$ cat config.mk
export PLATFORM = sky130hd
export DESIGN_NAME = cmd_tx_streamer
export DESIGN_NICKNAME = d
export VERILOG_FILES = /design/src/rtl/cmd_tx_streamer.sv
export SDC_FILE = /design/constraint.sdc
export NUM_CORES = 1
export LEC_CHECK = 0
export CAP_MARGIN = 20
export CORE_MARGIN = 1.5
export CORE_UTILIZATION = 35
export CTS_CLUSTER_DIAMETER = 60
export CTS_CLUSTER_SIZE = 25
export DETAILED_ROUTE_END_ITERATION = 12
export PLACE_DENSITY = 0.52
export SETUP_SLACK_MARGIN = 0.3
export SLEW_MARGIN = 20
export SYNTH_ARGS = -nofsm -noshare
export SYNTH_HDL_FRONTEND = slang
export SYNTH_SLANG_ARGS = --single-unit
$ cat constraint.sdc
create_clock -name clk -period 3.8 [get_ports clk]
set_input_delay 0.38 -clock clk [delete_from_list [all_inputs] [get_ports clk]]
set_output_delay 0.38 -clock clk [all_outputs]
set_load 0.05 [all_outputs]
$ cat src/rtl/cmd_tx_streamer.sv
// Streams a stored frame template to GMII, appending CRC-32 FCS and an IFG.
// Template words: bit8 marks in-frame bytes; the first word with bit8=0 ends the frame.
module cmd_tx_streamer #(
  parameter int IFG_BYTES = 12,
  parameter int HDR_BYTES = 8
) (
  input  logic        clk,
  input  logic        reset,
  input  logic        start,
  input  logic        slot,
  output logic        busy,
  output logic        done,
  output logic        mem_ce,
  output logic        mem_oce,
  output logic [10:0] mem_adr,
  input  logic [8:0]  mem_dout,
  output logic [7:0]  gtx_d,
  output logic        gtx_en
);

  typedef enum logic [2:0] {
    IDLE,
    PRIME,
    DATA,
    FCS,
    IFG
  } state_e;

  localparam logic [15:0] IFG_END = 16'(IFG_BYTES);
  localparam logic [9:0]  HDR_N   = 10'(HDR_BYTES);

  state_e      state_q, state_d;
  logic [10:0] adr_q, adr_d;
  logic [9:0]  cnt_q, cnt_d;
  logic [1:0]  fcs_q, fcs_d;
  logic [15:0] ifg_q, ifg_d;
  logic [31:0] crc_q, crc_d;
  logic [7:0]  txd_q, txd_d;
  logic        txen_q, txen_d;
  logic [31:0] fcs_w;

  function automatic logic [31:0] crc_byte(
    input logic [31:0] c,
    input logic [7:0]  b
  );
    logic [31:0] r;
    r = c ^ {24'd0, b};
    for (int i = 0; i < 8; i++)
      r = r[0] ? ((r >> 1) ^ 32'hEDB8_8320) : (r >> 1);
    return r;
  endfunction

  assign fcs_w = ~crc_q;

  always_comb begin
    state_d = state_q;
    adr_d   = adr_q;
    cnt_d   = cnt_q;
    fcs_d   = fcs_q;
    ifg_d   = ifg_q;
    crc_d   = crc_q;
    txd_d   = 8'd0;
    txen_d  = 1'b0;
    mem_ce  = 1'b0;
    case (state_q)
      IDLE: begin
        if (start) begin
          adr_d   = {slot, 10'd0};
          cnt_d   = 10'd0;
          crc_d   = 32'hFFFF_FFFF;
          state_d = PRIME;
        end
      end
      PRIME: begin
        mem_ce  = 1'b1;
        adr_d   = adr_q + 11'd1;
        state_d = DATA;
      end
      DATA: begin
        mem_ce = 1'b1;
        // Hold at the last word of the slot so reads never cross slots.
        if (adr_q[9:0] != 10'h3FF)
          adr_d = adr_q + 11'd1;
        if (mem_dout[8]) begin
          txen_d = 1'b1;
          txd_d  = mem_dout[7:0];
          cnt_d  = cnt_q + 10'd1;
          if (cnt_q >= HDR_N)
            crc_d = crc_byte(crc_q, mem_dout[7:0]);
          if (cnt_q == 10'h3FF) begin
            fcs_d   = 2'd0;
            state_d = FCS;
          end
        end else if (cnt_q == 10'd0) begin
          ifg_d   = IFG_END;
          state_d = IFG;
        end else begin
          // First FCS byte goes out here so it follows the data gaplessly.
          txen_d  = 1'b1;
          txd_d   = fcs_w[7:0];
          fcs_d   = 2'd1;
          state_d = FCS;
        end
      end
      FCS: begin
        txen_d = 1'b1;
        txd_d  = fcs_w[{fcs_q, 3'b000} +: 8];
        fcs_d  = fcs_q + 2'd1;
        if (fcs_q == 2'd3) begin
          ifg_d   = 16'd0;
          state_d = IFG;
        end
      end
      IFG: begin
        if (ifg_q == IFG_END)
          state_d = IDLE;
        else
          ifg_d = ifg_q + 16'd1;
      end
      default: state_d = IDLE;
    endcase
  end

  always_ff @(posedge clk or posedge reset) begin
    if (reset) begin
      state_q <= IDLE;
      adr_q   <= 11'd0;
      cnt_q   <= 10'd0;
      fcs_q   <= 2'd0;
      ifg_q   <= 16'd0;
      crc_q   <= 32'hFFFF_FFFF;
      txd_q   <= 8'd0;
      txen_q  <= 1'b0;
    end else begin
      state_q <= state_d;
      adr_q   <= adr_d;
      cnt_q   <= cnt_d;
      fcs_q   <= fcs_d;
      ifg_q   <= ifg_d;
      crc_q   <= crc_d;
      txd_q   <= txd_d;
      txen_q  <= txen_d;
    end
  end

  assign busy    = (state_q != IDLE);
  assign done    = (state_q == IFG) && (ifg_q == IFG_END);
  assign mem_oce = 1'b1;
  assign mem_adr = adr_q;
  assign gtx_d   = txd_q;
  assign gtx_en  = txen_q;

endmodule

-- After elaboration in Yosys (flattened, before gate mapping)
Cells that the tools add are included.
- add/sub/neg operators: 4
- multiplexer cells: 41
- bitwise operators: 10
- shifts and indexed selects: 1
- reduce and logical (&&, ||, !) cells: 15
- magnitude comparators: 1
- eq/ne operators: 19
- operators by type and width (kind ; count):
    $mux 32 ; 11
    $not 13->14 ; 8
    $mux 16 ; 4
    $pmux 32 s2 ; 1
    $pmux 16 s3 ; 1
    $pmux 11 s3 ; 1
    $not 32->32 ; 1
    $shiftx 32x6->8 ; 1
    $xor 32x8->32 ; 1
    $mux 11 ; 2
    $mux 10 ; 2
    $pmux 10 s2 ; 1
    $mux 3 ; 6
    $ne 2x2->1 const B ; 9
    $add 16x1->16 const B ; 1
    $eq 16x4->1 const B ; 1
    $mux 8 ; 2
    $pmux 8 s2 ; 1
    $pmux 3 s5 ; 1
    $add 11x1->11 const B ; 1
    $add 10x1->10 const B ; 1
    $eq 10x10->1 const B ; 1
    $ge 10x4->1 const B ; 1
    $logic_not 10->1 ; 1
    19 further kinds ; 31
- output and inout bits: 24
- word-level logic and storage cells: 99
- register bits after elaboration: 83
- bits of input ports: 13

-- Longest topological paths before layout
- word-level depth: 20
- mapped depth: 8
- mapped depth without buffers: 8

-- Least setup slack after synthesis
No wires, ideal clock.
- kind: flip-flop to flip-flop
- start: register adr_q[0] (netlist: mem_adr[0])
- end: register adr_q[5] (netlist: mem_adr[5])
- library setup time: 0.078 ns
- stages on the path, launching flop included: 8
- path buffers: 1
- path slack: 1.407 ns
- period minus slack after synthesis: 2.393 ns
- required time: 3.722 ns
- arrival time: 2.315 ns
- cell sequence: dfrtp_1 -> ha_1 -> and3_1 -> a41o_1 -> a21o_1 -> clkbuf_1 -> or4_1 -> a21oi_1
- longest elaborated chain between the ends: 3
- elaborated cells between the ends (all ways): 6
- those cells by class: add/sub: 1; eq/ne: 2; mux: 2; reduce/logical: 1
- ends and longest elaborated chain (element ; line ; text):
    from (decl) ; 33 ; logic [10:0] adr_q, adr_d;
    from (signal assigned) ; 136 ; adr_q <= adr_d;
    $add 11x1->11 / $ne 10x10->1 (equally long branches) ; 76, 83, 82 ;
    $mux 11 / $ne 2x2->1 (equally long branches) ; n/a ;
    $pmux 11 s3 / $reduce_and 3->1 (equally long branches) ; n/a ;
Parallel ways exist; a longest one is shown, timed or not. The select of a mux whose other input is x is not followed.
A chain may end at the register's enable or synchronous reset.

-- Worst setup path in the final report
- start: register ifg_q[0]
- end: output done
- longest elaborated chain between the ends: 2
- ends and longest elaborated chain (element ; line ; text):
    from (decl) ; 36 ; logic [15:0] ifg_q, ifg_d;
    from (signal assigned) ; 139 ; ifg_q <= ifg_d;
    $eq 16x4->1 ; 147 ; assign done = (state_q == IFG) && (ifg_q == IFG_END);
    $logic_and 1x1->1 ; 147 ;
    to (decl) ; 12 ; output logic done,
No other way between the ends.

==> flow_summary.json <==
{
  "fin_tns_setup_ps": 0,
  "clkLatencyLatePin_ps": 350,
  "peakVddDrop_v": 0.000302,
  "nets": 539,
  "syn-instance-count": 491,
  "synthFlopType": "dfrtp_1",
  "yosys.area_share.simple_pct": 17.2,
  "ctsHoldBuffers": 0,
  "wl_per_cell_um": 16.9,
  "die_w_um": 120,
  "period_needed_ps": 2850,
  "p_leak_nw": 2.19,
  "grt_pass1_wl_mm": 19.9,
  "synth.cell_area_um2": 4770,
  "yosysSeqAreaShare_pct": 44.4,
  "synth_edf_count": 0,
  "clk_pin_slew_ps": 60,
  "critPathArrivalTime_ps": 2470,
  "path_class": "reg2out",
  "numCtsBuffers": 9,
  "post-cts-setup-buffers": 0,
  "io_buffers": 35,
  "vias": 3850,
  "holdCritPathClass": "in2async",
  "async_reset_ff_share_pct": 100,
  "area_growth_pct": 19.3,
  "cts_resized": 0,
  "grt_usage_pct": 17.7,
  "grt_max_degree": 38,
  "cp_max_fo": 6,
  "gp_congestion": 0.846,
  "grt_pass1_vias": 3792,
  "critPathLaunchType": "flop",
  "status": "finished clean",
  "cap_violations": 0,
  "synth.avg_cell_area_um2": 9.72,
  "synthMuxAreaShare_pct": 4.25,
  "antenna_found_initial": 0,
  "post-place-cells": 685,
  "first_iter_violations": 332,
  "tritoncts": "yes",
  "setup_viol_count_final": 0,
  "drc": 0,
  "synth_compound_area_share_pct": 14.6,
  "diodes": 0,
  "htree_num_levels": 3,
  "ys_ff_latch": 83,
  "yosys_warnings": 0,
  "cts_root_buf": "clkbuf_16",
  "fin_cells": 701,
  "required_ps": 3420,
  "synth_fp_nets": 510,
  "worst_pin_slew_ps": 925,
  "io_pins": 37,
  "drive_gt1_share_pct": 13.9,
  "placed_cell_area_um2": 5320,
  "rsz0062_at_grt": "no",
  "via_per_inst": 5.49,
  "antenna_left": 0,
  "dieArea_um2": 14300,
  "finalCritPeriodShare_pct": 75.0,
  "reg2reg_depth": 6,
  "synth-adder-area-share_pct": 1.57,
  "synth_xor_area_share_pct": 14.7,
  "start_util_pct": 35.9,
  "relSlewSlack_pct": 38.4,
  "num_rows": 42,
  "fin_area_um2": 5700,
  "coreArea_um2": 13300,
  "dr.pass1.iters": 4,
  "clkSinkCount": 83,
  "slew_violations": 0,
  "gr-total-overflow": 0,
  "p_per_area_nw_per_um2": 607,
  "synth_top_family_by_area": "simple AND/OR/NAND/NOR gates",
  "ys_types": 54,
  "die_h_um": 120,
  "hold_viol_final": 0,
  "clock_path_buffers": 2,
  "place_hpwl_mm": 7.98,
  "routed_wl_mm": 11.8,
  "fin_worst_skew_ps": 8.01,
  "fmax_mhz": 351,
  "end_kind": "output pin"
}
[stage by stage]
stage	util [%]	hold slack [ps]	setup slack (ps)	power, W
2_1_floorplan	-	453	1340	0.00205
3_3_place_gp	40.0	486	1230	0.00236
3_5_place_dp	40.0	485	1170	0.00236
4_1_cts	42.8	452	963	0.00349
5_1_grt	42.8	489	823	0.00365
6_report	42.8	436	952	0.00346
[path summary, 6_finish.rpt]
path	from	end	slack, ps
max in group asynchronous	reset	crc_q[24]	2510
max reg2reg	cnt_q[4]	ifg_q[0]	1150
min in group clk	ifg_q[15]	ifg_q[15]	500
max	ifg_q[0]	done	950
min reg2reg	ifg_q[15]	ifg_q[15]	500
min	reset	mem_adr[6]	440
[worst max-delay path, cell delays in order (launching register included)]
cell and delay, ps:
dfrtp_1 440, inv_1 120, ha_1 150, and3_1 170, nand4_1 260, nor2_1 170
clkdlybuf4s50_1 810
[flip-flops by register name (all words and copies together), names as in the netlist]
name,flops
fcs_q,2
cnt_q,10
crc_q,32
state_q,3
mem_adr,11
gtx_d,8
gtx_en,1
ifg_q,16
[final cells by class]
type,instances,area [um2]
Clock buffer,12,256
Clock inverter,4,120
Fill cell,1287,7600
Inverter,13,50.0
Multi-Input combinational cell,368,2510
Sequential cell,83,2120
Tap cell,176,220
Timing Repair Buffer,45,425
[metal layers]
| layer | share of wire [%] | track usage (%) |
|---|---|---|
| met5 | 0 | 0 |
| met3 | 3.4 | 4.37 |
| met2 | 49 | 29.4 |
| met4 | 1.3 | 5.13 |
| met1 | 47 | 23.0 |
[Yosys cell counts (all sizes together), types with 4 or more instances]
library cell / number / area [um2]
xnor2: 55 / 482
dfrtp: 51 / 1280
a21oi: 37 / 185
nand2: 37 / 139
nor3: 33 / 165
dfstp: 32 / 841
nor2: 29 / 109
xor2: 25 / 219
nand3: 22 / 110
clkbuf: 18 / 67.6
o21ai: 15 / 75.1
inv: 13 / 48.8
o31ai: 10 / 75.1
buf: 9 / 38.8
nand4: 9 / 56.3
mux4: 8 / 180
o221ai: 8 / 70.1
and3: 7 / 43.8
a31oi: 6 / 37.5
ha: 6 / 75.1
or3: 6 / 37.5
nor2b: 4 / 25.0
o21a: 4 / 30.0
[placed cells by master (no fill, tap or decap), drive strengths merged, types with 3 or more instances in the layout]
cell and instances:
a21o 3, o31ai 10, o21ai 15, a31oi 6, and3 7, nand4 9
a211o 3, o221ai 8, o21a 4, or4 3, inv 12, dfrtp 51
clkdlybuf4s50 35, nor4 3, bufinv 4, nor3 33, xor2 25, nor2 29
and4 3, a21oi 37, or3 6, xnor2 55, ha 6, clkbuf 12
nand2 37, nor2b 4, nand3 22, buf 10, dfstp 32, mux4 8
[cells by family after synthesis]
logic type,after synthesis
XOR/XNOR,80
buffers and inverters,40
flip-flops,83
adder cells (fa/ha/maj),6
other,1
AO/OA/AOI/OAI,107
multiplexers,10
AND/OR/NAND/NOR,164
[power by group]
part | leakage, nW | switching (W) | internal [W]
Clock | 0.183 | 0.000360 | 0.000745
Combinational | 0.986 | 0.000742 | 0.000434
Sequential | 1.02 | 0.000183 | 0.000991
Total | 2.19 | 0.00129 | 0.00217
No activity file was read; power rests on OpenSTA's default activity.
